--- src/rtl/mips_multi_ctrl_fsm.sv ---
// Purpose     : main control FSM of the multicycle MIPS datapath; steps each
//               instruction through fetch, decode, execute, memory, writeback.
// Latency     : Moore outputs decoded from the state register; FETCH to next
//               FETCH takes lw 5, sw/R-type/addi 4, beq/j 3, illegal 2 cycles.
// Backpressure: none; advances one state per clock, no stall input.
// Ports       : clk, rst_n (async active-low); opcode_i (instr[31:26], used in
//               DECODE and MEMADR only); datapath selects iord_o, reg_dst_o,
//               mem_to_reg_o, alu_src_a_o, alu_src_b_o, alu_op_o, pc_source_o;
//               enables mem_write_o, ir_write_o, reg_write_o, pc_write_o,
//               branch_o; illegal_op_o one-cycle flag; state_o debug view.
// Option      : define MIPS_CTRL_BNE_EN to add the BNE state (opcode 000101)
//               and the branch_ne_o output.
module mips_multi_ctrl_fsm #(
  parameter int OP_W    = 6,
  parameter int STATE_W = 4
) (
  input  logic               clk,
  input  logic               rst_n,
  input  logic [OP_W-1:0]    opcode_i,
  output logic               iord_o,
  output logic               mem_write_o,
  output logic               ir_write_o,
  output logic               reg_dst_o,
  output logic               mem_to_reg_o,
  output logic               reg_write_o,
  output logic               alu_src_a_o,
  output logic [1:0]         alu_src_b_o,
  output logic [1:0]         alu_op_o,
  output logic [1:0]         pc_source_o,
  output logic               pc_write_o,
  output logic               branch_o,
  output logic               illegal_op_o,
  output logic [STATE_W-1:0] state_o
`ifdef MIPS_CTRL_BNE_EN
  ,
  output logic               branch_ne_o
`endif
);

  typedef enum logic [STATE_W-1:0] {
    FETCH   = STATE_W'(0),
    DECODE  = STATE_W'(1),
    MEMADR  = STATE_W'(2),
    MEMRD   = STATE_W'(3),
    MEMWB   = STATE_W'(4),
    MEMWR   = STATE_W'(5),
    EXECUTE = STATE_W'(6),
    ALUWB   = STATE_W'(7),
    BRANCH  = STATE_W'(8),
    ADDIEX  = STATE_W'(9),
    ADDIWB  = STATE_W'(10),
    JUMP    = STATE_W'(11)
`ifdef MIPS_CTRL_BNE_EN
    ,
    BNE     = STATE_W'(12)
`endif
  } state_e;

  localparam logic [OP_W-1:0] OP_LW    = OP_W'(6'b100011);
  localparam logic [OP_W-1:0] OP_SW    = OP_W'(6'b101011);
  localparam logic [OP_W-1:0] OP_RTYPE = OP_W'(6'b000000);
  localparam logic [OP_W-1:0] OP_BEQ   = OP_W'(6'b000100);
  localparam logic [OP_W-1:0] OP_ADDI  = OP_W'(6'b001000);
  localparam logic [OP_W-1:0] OP_J     = OP_W'(6'b000010);
`ifdef MIPS_CTRL_BNE_EN
  localparam logic [OP_W-1:0] OP_BNE   = OP_W'(6'b000101);
`endif

  state_e state_q;
  state_e state_d;
  logic   illegal_dec;

  // Next-state logic. Unreachable encodings fall into the default arm and
  // go back to FETCH; their output decode below leaves every enable at 0.
  always_comb begin
    state_d     = FETCH;
    illegal_dec = 1'b0;
    case (state_q)
      FETCH:   state_d = DECODE;
      DECODE: begin
        case (opcode_i)
          OP_LW,
          OP_SW:    state_d = MEMADR;
          OP_RTYPE: state_d = EXECUTE;
          OP_BEQ:   state_d = BRANCH;
          OP_ADDI:  state_d = ADDIEX;
          OP_J:     state_d = JUMP;
`ifdef MIPS_CTRL_BNE_EN
          OP_BNE:   state_d = BNE;
`endif
          default: begin
            state_d     = FETCH;
            illegal_dec = 1'b1;
          end
        endcase
      end
      MEMADR:  state_d = (opcode_i == OP_LW) ? MEMRD : MEMWR;
      MEMRD:   state_d = MEMWB;
      EXECUTE: state_d = ALUWB;
      ADDIEX:  state_d = ADDIWB;
      default: state_d = FETCH;
    endcase
  end

  always_ff @(posedge clk or negedge rst_n) begin
    if (!rst_n) begin
      state_q <= FETCH;
    end else begin
      state_q <= state_d;
    end
  end

  // Output decode from the state register only (plus opcode in DECODE for
  // the illegal flag). Reset already parks state_q in FETCH, so the selects
  // show FETCH values; the enables are additionally masked by rst_n because
  // FETCH itself would otherwise assert ir_write and pc_write during reset.
  always_comb begin
    iord_o       = 1'b0;
    mem_write_o  = 1'b0;
    ir_write_o   = 1'b0;
    reg_dst_o    = 1'b0;
    mem_to_reg_o = 1'b0;
    reg_write_o  = 1'b0;
    alu_src_a_o  = 1'b0;
    alu_src_b_o  = 2'b00;
    alu_op_o     = 2'b00;
    pc_source_o  = 2'b00;
    pc_write_o   = 1'b0;
    branch_o     = 1'b0;
    illegal_op_o = 1'b0;
`ifdef MIPS_CTRL_BNE_EN
    branch_ne_o  = 1'b0;
`endif
    case (state_q)
      FETCH: begin
        ir_write_o  = 1'b1;
        alu_src_b_o = 2'b01;
        pc_write_o  = 1'b1;
      end
      DECODE: begin
        alu_src_b_o  = 2'b11;
        illegal_op_o = illegal_dec;
      end
      MEMADR: begin
        alu_src_a_o = 1'b1;
        alu_src_b_o = 2'b10;
      end
      MEMRD: iord_o = 1'b1;
      MEMWB: begin
        mem_to_reg_o = 1'b1;
        reg_write_o  = 1'b1;
      end
      MEMWR: begin
        iord_o      = 1'b1;
        mem_write_o = 1'b1;
      end
      EXECUTE: begin
        alu_src_a_o = 1'b1;
        alu_op_o    = 2'b10;
      end
      ALUWB: begin
        reg_dst_o   = 1'b1;
        reg_write_o = 1'b1;
      end
      BRANCH: begin
        alu_src_a_o = 1'b1;
        alu_op_o    = 2'b01;
        pc_source_o = 2'b01;
        branch_o    = 1'b1;
      end
`ifdef MIPS_CTRL_BNE_EN
      BNE: begin
        alu_src_a_o = 1'b1;
        alu_op_o    = 2'b01;
        pc_source_o = 2'b01;
        branch_o    = 1'b1;
        branch_ne_o = 1'b1;
      end
`endif
      ADDIEX: begin
        alu_src_a_o = 1'b1;
        alu_src_b_o = 2'b10;
      end
      ADDIWB: reg_write_o = 1'b1;
      JUMP: begin
        pc_source_o = 2'b10;
        pc_write_o  = 1'b1;
      end
      default: ;
    endcase
    if (!rst_n) begin
      mem_write_o  = 1'b0;
      ir_write_o   = 1'b0;
      reg_write_o  = 1'b0;
      pc_write_o   = 1'b0;
      branch_o     = 1'b0;
      illegal_op_o = 1'b0;
`ifdef MIPS_CTRL_BNE_EN
      branch_ne_o  = 1'b0;
`endif
    end
  end

  assign state_o = state_q;

endmodule

--- config.mk ---
export PLATFORM = sky130hd
export DESIGN_NAME = mips_multi_ctrl_fsm
export DESIGN_NICKNAME = d
export VERILOG_FILES = /design/src/rtl/mips_multi_ctrl_fsm.sv
export SDC_FILE = /design/constraint.sdc
export NUM_CORES = 1
export LEC_CHECK = 0
export BUFFER_PORTS_ARGS = -buffer_cell sky130_fd_sc_hd__buf_4
export CAP_MARGIN = 15
export CORE_AREA = 2 2 39 41
export DETAILED_ROUTE_END_ITERATION = 8
export DIE_AREA = 0 0 41 43
export PLACE_DENSITY = 0.68
export REMOVE_ABC_BUFFERS = 1
export SLEW_MARGIN = 20
export SYNTH_ARGS = -nofsm -noshare
export SYNTH_HDL_FRONTEND = slang
export SYNTH_SLANG_ARGS = --single-unit
--- constraint.sdc ---
create_clock -name clk -period 2.3 [get_ports clk]
set_input_delay 0 -clock clk [delete_from_list [all_inputs] [get_ports clk]]
set_output_delay 0 -clock clk [all_outputs]
set_load 0.03 [all_outputs]
==> results.tsv, run 1 <==
metric	value	unit
CTS sink count	4	
vias in the first global route	436	
Hold WC Path Type	in -> async	
syn avg cell area	7.121	um2
skew final	0.003061	ns
max-cap viol count	0	
fin crit period	1.776	ns
placer congestion estimate	0.7336	
share of cells above drive strength 1	36.96	%
Final Core Density	50.81	%
Post-CTS Repair Setup Buffers	0	
footprint of the multi-input gates	340.3	um2
measured slew at the worst slew-check pin	0.5221	ns
post-DR wirelength/cell	11.94	um
Clk Latency, worst-skew pair	0.23	ns
Core Rows	14	
CTS buffer count	3	
Resized cells post-CTS	0	
Vias	600	
starting DRC count in detailed routing	21	
Tcrit/Tclk final	77.21	%
synth warn	0	
initial antenna violation count	0	
register area share after synthesis	20.67	%
Setup-failing EPs final	0	
fill count	154	
Initial Util	34.99	%
area of the mapped netlist	484.2	um2
r2r setup slk	0.87	ns
worst setup path start	state_o[2]$_DFF_PN0_	
total negative setup slack	0	ns
RSZ-0062 raised after global routing	false	
Power Dens Cells	881.0	nW/um2
fmax	563.1	MHz
Core ar.	1384	um2
outcome	finished, final reports clean	
r2r endpoint	state_o[1]$_DFF_PN0_	
global-route usage over all layers	14.62	%
DR vias/cell	5.556	
Reg clk slew, reported paths	0.04	ns
CTS Root Cell	clkbuf_4	
Final Max Tran Viols	0	
drc violations	0	
# hold bufs at CTS	1	
Final ANT Viol Nets	0	
leak pwr	0.3075	nW
first-pass GRT wire length	1835	um
Critical R2R Launch	state_o[1]$_DFF_PN0_	
port bufs	27	
startpoint types	flip-flop	
critical path arrival	1.78	ns
Final Hold Vio Count	0	
Yosys reg bits	4	
IO Count	28	
Worst R2R Path Depth	3	
CP Data Required Time	2.30	ns
max reg flops	4	
Overflow after GRT	0	
H-tree Lvls	1	
Die Area	1763	um2
IR drop worst, VDD	0.2815	mV
Critical Path Fanout Max	14	
Die H	43	um
CP Capture Type	primary output	
Bufs on Longest Clock Path	2	
area delta synth->final	45.22	%
Rel. slew slack	65.20	%
fin nets	102	
largest net degree at the start of global routing	19	
Netlist cell types	30	
HPWL Detailed	958.3	um
ant diodes	0	
FF+latch area	100.1	um2
Cells after Synth	68	
DIE WIDTH	41	um
CTS tree	yes	
kind of critical path	reg -> out	
first-pass iteration count of the detailed router	4	
WL final	1289	um
-- placed cells by master (no fill, tap or decap), types with 2 or more instances in the layout --
cell type / Yosys / final
xor2_1: 2 / 2
nand2b_1: 3 / 3
o21ai_0: 4 / 4
nand2_1: 2 / 2
nor3b_1: 2 / 2
nor3_1: 11 / 11
buf_4: 1 / 27
nor2_1: 6 / 6
a21oi_1: 7 / 7
clkbuf_4: 0 / 3
o21a_1: 2 / 2
dfrtp_1: 4 / 4
and3_1: 2 / 2
-- how the worst max path moves through the flow --
| stage | end | slack [ns] | cells past startpoint |
|---|---|---|---|
| after floorplan | alu_op_o[0] | 0.15 | 2 |
| after global placement | illegal_op_o | 0.76 | 4 |
| after detailed placement | illegal_op_o | 0.77 | 4 |
| after CTS | illegal_op_o | 0.52 | 4 |
| after global routing | illegal_op_o | 0.43 | 4 |
| final | illegal_op_o | 0.52 | 4 |
-- cell usage after synthesis --
cell | number | area (um2)
inv_1 | 1 | 3.750
nand4_1 | 1 | 6.260
o2111ai_1 | 1 | 8.760
or3b_1 | 1 | 8.760
nand2_1 | 2 | 7.510
and3_1 | 2 | 12.51
nand2b_1 | 3 | 18.77
nand3b_1 | 1 | 7.510
a2111oi_2 | 1 | 15.01
dfrtp_1 | 4 | 100.1
nand3_1 | 1 | 5.000
a221oi_1 | 1 | 8.760
nor3_1 | 11 | 55.05
nor2_1 | 6 | 22.52
a21oi_1 | 7 | 35.03
o211ai_1 | 1 | 7.510
inv_2 | 1 | 3.750
o221ai_2 | 1 | 15.01
xnor2_1 | 1 | 8.760
or3_1 | 1 | 6.260
nor3b_1 | 2 | 15.01
buf_4 | 1 | 7.510
xor2_1 | 2 | 17.52
or2_1 | 1 | 6.260
o21a_1 | 2 | 15.01
clkbuf_1 | 1 | 3.750
buf_2 | 5 | 25.02
o21ai_0 | 4 | 20.02
or3_4 | 1 | 11.26
nor4_1 | 1 | 6.260
-- where the power goes --
part | internal, W | switching, W | leakage, nW
clock network | 0.0000580 | 0.0000241 | 0.0138
registers | 0.0000856 | 0.0000669 | 0.0531
logic | 0.000151 | 0.000234 | 0.241
total | 0.000295 | 0.000325 | 0.307
-- worst max-delay path, cell delays in order (launching register included) --
cell,delay [ns]
dfrtp_1,0.52
nand2b_1,0.23
or2_1,0.24
a2111oi_2,0.35
buf_4,0.22
-- through the flow --
step / power [W] / setup WS, ns / cells / hold slack [ns] / instance area [um2]
after floorplan: 0.0003872 / 0.1530 / 61 / -0.2956 / 447.9
after global placement: 0.0005347 / 0.7623 / 104 / -0.1866 / 670.6
after detailed placement: 0.0005370 / 0.7740 / 104 / -0.1885 / 670.6
after CTS: 0.0006243 / 0.5184 / 108 / 0.1149 / 703.2
after global routing: 0.0006611 / 0.4277 / 108 / 0.1437 / 703.2
final: 0.0006195 / 0.5241 / 108 / 0.1219 / 703.2
-- metal layers --
| metal | up-vias | track usage (%) | wire length, um |
|---|---|---|---|
| met4 | 0 | 4.000 | 0 |
| met5 | - | 0 | 0 |
| met1 | 261 | 20.20 | 548 |
| li1 | 299 | - | - |
| met3 | 0 | 3.141 | 168 |
| met2 | 40 | 22.19 | 573 |
-- cells by family (layout without fill, tap and decap cells) --
logic type | after synthesis | count (layout) | share of synthesized area, %
buffers and inverters | 9 | 33 | 9.041
AOI/OAI and AO/OA | 18 | 18 | 25.84
DFF | 4 | 4 | 20.67
xor gates and xnor gates | 3 | 3 | 5.427
and+or+nand+nor | 34 | 34 | 39.02
-- cell type report --
cell class	instances	share of cell area (%)
well taps	16	2.847
repair buffers	28	30.25
multi-input cells	55	48.40
inverters	2	1.068
flip-flops and latches	4	14.23
clock buffers	3	3.203
Power figures use the tool's default switching activity.
==> run 2, diff against run 1 <==
Clock period 2.3 ns to 1.85 ns, I/O delays scaled along.
==> results.tsv, run 2 (same netlist as run 1, synthesis figures left out) <==
metric	value	unit
outcome	finished, final reports clean	
DIE WIDTH	41	um
CTS tree	yes	
Comb pwr share	63.9	%
H-tree Lvls	1	
Overflow after GRT	0	
Clk Latency, worst-skew pair	0.24	ns
Slowest cell on crit path	dfrtp_1	
most common cell after layout, fill and taps aside	buf_4	
Tcrit/Tclk final	88.74	%
CTS sink count	4	
Core Rows	14	
Bufs on Longest Clock Path	2	
CP Data Required Time	1.85	ns
max incr delay on CP	0.57	ns
max reg flops	4	
post-place setup slack	0.4572	ns
first-pass iteration count of the detailed router	4	
fill count	149	
Die Area	1763	um2
initial antenna violation count	0	
vias in the first global route	509	
CTS buffer count	3	
HPWL Detailed	1051	um
internal power	0.0003741	W
Core ar.	1384	um2
IO Count	28	
Die H	43	um
Reg clk slew, reported paths	0.04	ns
leak pwr	0.3183	nW
Rel. slew slack	67.95	%
CTS Root Cell	clkbuf_4	
RSZ-0062 raised after global routing	false	
Resized cells post-CTS	0	
Critical Path Fanout Max	12	
placer congestion estimate	0.8112	
fmax	609.1	MHz
max-cap viol count	0	
Setup-failing EPs final	0	
largest net degree at the start of global routing	19	
Vias	599	
area delta synth->final	48.32	%
Initial Util	34.99	%
post-DR wirelength/cell	12.32	um
Final Core Density	51.90	%
fin nets	104	
startpoint types	flip-flop	
measured slew at the worst slew-check pin	0.4807	ns
share of cells above drive strength 1	38.30	%
port bufs	27	
Final Hold Vio Count	0	
kind of critical path	reg -> out	
setup slack after layout	0.2083	ns
fin crit period	1.642	ns
starting DRC count in detailed routing	10	
crit path cell chain	inv_2, or3_4, a21oi_1, buf_4	
Switch Pwr	0.0004115	W
Final Max Tran Viols	0	
skew final	0.008471	ns
Final ANT Viol Nets	0	
most frequent cells in the layout	29 x buf_4, 11 x nor3_1, 7 x a21oi_1	
Reg power frac	22.4	%
critical path arrival	1.64	ns
switching portion of total power	52.38	%
Fin Hold WS	0.1137	ns
DR vias/cell	5.445	
Hold WC Path Type	in -> async	
Power Dens Cells	1094	nW/um2
first-pass GRT wire length	2159	um
overall power	0.0007856	W
IR drop worst, VDD	0.4080	mV
global-route usage over all layers	18.15	%
CP Capture Type	primary output	
drc violations	0	
Clk network pwr share	13.7	%
ant diodes	0	
WL final	1355	um
==> run 2: layer usage <==
| metal | global-route usage, % | routed length (um) | up-vias |
|---|---|---|---|
| met5 | 0 | 0 | - |
| met4 | 12.00 | 21 | 0 |
| met3 | 1.571 | 113 | 2 |
| met2 | 30.31 | 653 | 30 |
| met1 | 20.20 | 567 | 263 |
| li1 | - | - | 304 |
==> run 2: worst max-delay path: cells and delay by family, from the launching register on <==
family	cells	cell delay, ns
buffers and inverters	2	0.29
DFF	1	0.57
and+or+nand+nor	1	0.40
AOI/OAI and AO/OA	1	0.15
==> run 2: metrics by stage <==
step	TNS [ns]	area, um2	instances
after floorplan	-0.5940	447.9	61
after global placement	0	685.7	106
after CTS	0	718.2	110
after detailed placement	0	685.7	106
after global routing	0	718.2	110
final	0	718.2	110
==> run 2: final timing paths <==
path                                      startpoint                    to  slack [ns]  depth (start not counted)
worst max register to register  state_o[1]$_DFF_PN0_  state_o[1]$_DFF_PN0_        0.53                          3
worst min register to register  state_o[2]$_DFF_PN0_  state_o[0]$_DFF_PN0_        0.69                          2
worst max-delay path            state_o[1]$_DFF_PN0_        alu_src_b_o[1]        0.21                          4
min in group clk                         opcode_i[5]  state_o[0]$_DFF_PN0_        0.12                          4
max in group asynchronous                      rst_n  state_o[0]$_DFF_PN0_        1.61                          2
worst min-delay path                           rst_n  state_o[1]$_DFF_PN0_        0.11                          2
==> run 2: repair_timing <==
action	CTS	global route
endpoints found under the hold margin	4	0
hold buffers	1	0
buffers inserted	0	0
==> run 2: area by class of cell <==
type | instances | area, um2 | area share [%]
Tap cell | 16 | 20.02 | 2.787
Timing Repair Buffer | 30 | 227.7 | 31.71
Clock buffer | 3 | 22.52 | 3.136
Sequential cell | 4 | 100.1 | 13.94
Multi-Input combinational cell | 55 | 340.3 | 47.39
Inverter | 2 | 7.507 | 1.045
==> run 2: power groups by stage <==
stage / Clock, W / Combinational (W) / Sequential [W]
2_1_floorplan: 0 / 0.000274 / 0.000207
3_3_place_gp: 0 / 0.000499 / 0.000177
3_5_place_dp: 0 / 0.000500 / 0.000177
4_1_cts: 0.000115 / 0.000505 / 0.000176
5_1_grt: 0.000120 / 0.000539 / 0.000184
6_report: 0.000108 / 0.000502 / 0.000176
==> run 3, diff against run 2 <==
Clock period 1.85 ns to 1.6 ns, I/O delays scaled along.
==> results.tsv, run 3 (same netlist as run 1, synthesis figures left out) <==
metric	value	unit
startpoint types	flip-flop	
Critical Path Fanout Max	2	
CP Capture Type	primary output	
fmax	655.4	MHz
IR drop worst, VDD	0.4854	mV
WL final	1436	um
fin nets	113	
Final Hold Vio Count	0	
port bufs	27	
fill count	136	
measured slew at the worst slew-check pin	0.2908	ns
Worst R2R Path Depth	5	
post-DR wirelength/cell	12.07	um
H-tree Lvls	1	
CTS buffer count	3	
initial antenna violation count	0	
first-pass iteration count of the detailed router	4	
kind of critical path	reg -> out	
ant diodes	0	
share of cells above drive strength 1	46.60	%
Overflow after GRT	0	
Bufs on Longest Clock Path	2	
DR vias/cell	5.513	
max-cap viol count	0	
leak pwr	0.3678	nW
Final ANT Viol Nets	0	
HPWL Detailed	1056	um
most frequent cells in the layout	36 x buf_4, 11 x nor3_1, 6 x a21oi_1, 6 x nor2_1, 4 x o21ai_0	
Core ar.	1384	um2
placer congestion estimate	0.7774	
Rel. slew slack	80.46	%
Post-Layout Inst Area	805.8	um2
largest net degree at the start of global routing	14	
Final Max Tran Viols	0	
Reg clk slew, reported paths	0.04	ns
skew final	0.008655	ns
Core Rows	14	
global-route usage over all layers	17.56	%
Die Area	1763	um2
outcome	finished, final reports clean	
Vias	656	
Inst Count DP	108	
DIE WIDTH	41	um
r2r setup slk	0.32	ns
most common cell after layout, fill and taps aside	buf_4	
r2r endpoint	state_o[3]$_DFF_PN0_	
post-route insts no fill	119	
drc violations	0	
max reg flops	4	
CTS tree	yes	
placed inst area	700.7	um2
Tcrit/Tclk final	95.36	%
area delta synth->final	66.41	%
fin crit period	1.526	ns
critical path arrival	1.53	ns
starting DRC count in detailed routing	20	
Fin Hold WS	0.09886	ns
Hold WC Path Type	in -> async	
Initial Util	34.99	%
IO Count	28	
Die H	43	um
Clk Latency, worst-skew pair	0.25	ns
Power Dens Cells	1233	nW/um2
CP Data Required Time	1.60	ns
Critical R2R Launch	state_o[2]$_DFF_PN0_	
vias in the first global route	499	
Setup-failing EPs final	0	
CTS sink count	4	
first-pass GRT wire length	2104	um
overall power	0.0009934	W
CTS Root Cell	clkbuf_4	
[run 3: changes by cell type in the layout (fill, tap and decap cells not counted)]
cell / change
nand2b_1: -1
dfrtp_1: -1
buf_4: +7
a21oi_2: +1
buf_6: +2
nand2b_4: +1
dfrtp_2: +1
a21oi_1: -1
[run 3: cell type report]
cell class	count	area (um2)	area share, %
sequential	4	101.3	12.58
tap	16	20.02	2.484
multi-input combinational	55	351.6	43.63
clock buffer	3	22.52	2.795
timing repair buffer	39	302.8	37.58
inverter	2	7.507	0.9317
[run 3: routing by layer]
| layer | up-vias | wire length (um) | global-route usage [%] |
|---|---|---|---|
| met1 | 301 | 577 | 21.57 |
| met2 | 34 | 676 | 27.19 |
| met4 | 0 | 21 | 10.00 |
| li1 | 319 | - | - |
| met5 | - | 0 | 0 |
| met3 | 2 | 161 | 3.141 |
[run 3: worst max-delay path by stage]
stage,end,from
6_report,illegal_op_o,state_o[2]$_DFF_PN0_
5_1_grt,pc_write_o,state_o[1]$_DFF_PN0_
4_1_cts,illegal_op_o,state_o[3]$_DFF_PN0_
3_5_place_dp,illegal_op_o,state_o[3]$_DFF_PN0_
3_3_place_gp,illegal_op_o,state_o[3]$_DFF_PN0_
2_1_floorplan,alu_op_o[0],state_o[2]$_DFF_PN0_
[run 3: worst max-delay path, cell delays in order (launching register included)]
cell	delay, ns
dfrtp_1	0.39
nand2b_4	0.15
or2_1	0.24
a2111oi_2	0.28
buf_4	0.22
[run 3: what timing repair did]
| action | in CTS | in global routing |
|---|---|---|
| setup buffers | 0 | 7 |
| gates resized for setup | 0 | 5 |
| hold endpoints to repair | 4 | 0 |
| setup endpoints to repair | 0 | 3 |
| hold buffers | 1 | 0 |
[run 3: power by group]
group | internal, W | switching [W]
registers | 0.000125 | 0.0000489
clock network | 0.0000844 | 0.0000496
logic | 0.000283 | 0.000402
total | 0.000492 | 0.000501
[run 3: through the flow]
step,utilization [%],setup WS [ns],setup TNS [ns]
finish,58.23,0.07431,0
global route,58.23,-0.005301,-0.005301
CTS,52.98,0.005808,0
detailed placement,50.63,0.2730,0
global placement,50.63,0.2683,0
floorplan,-,-0.5470,-1.925
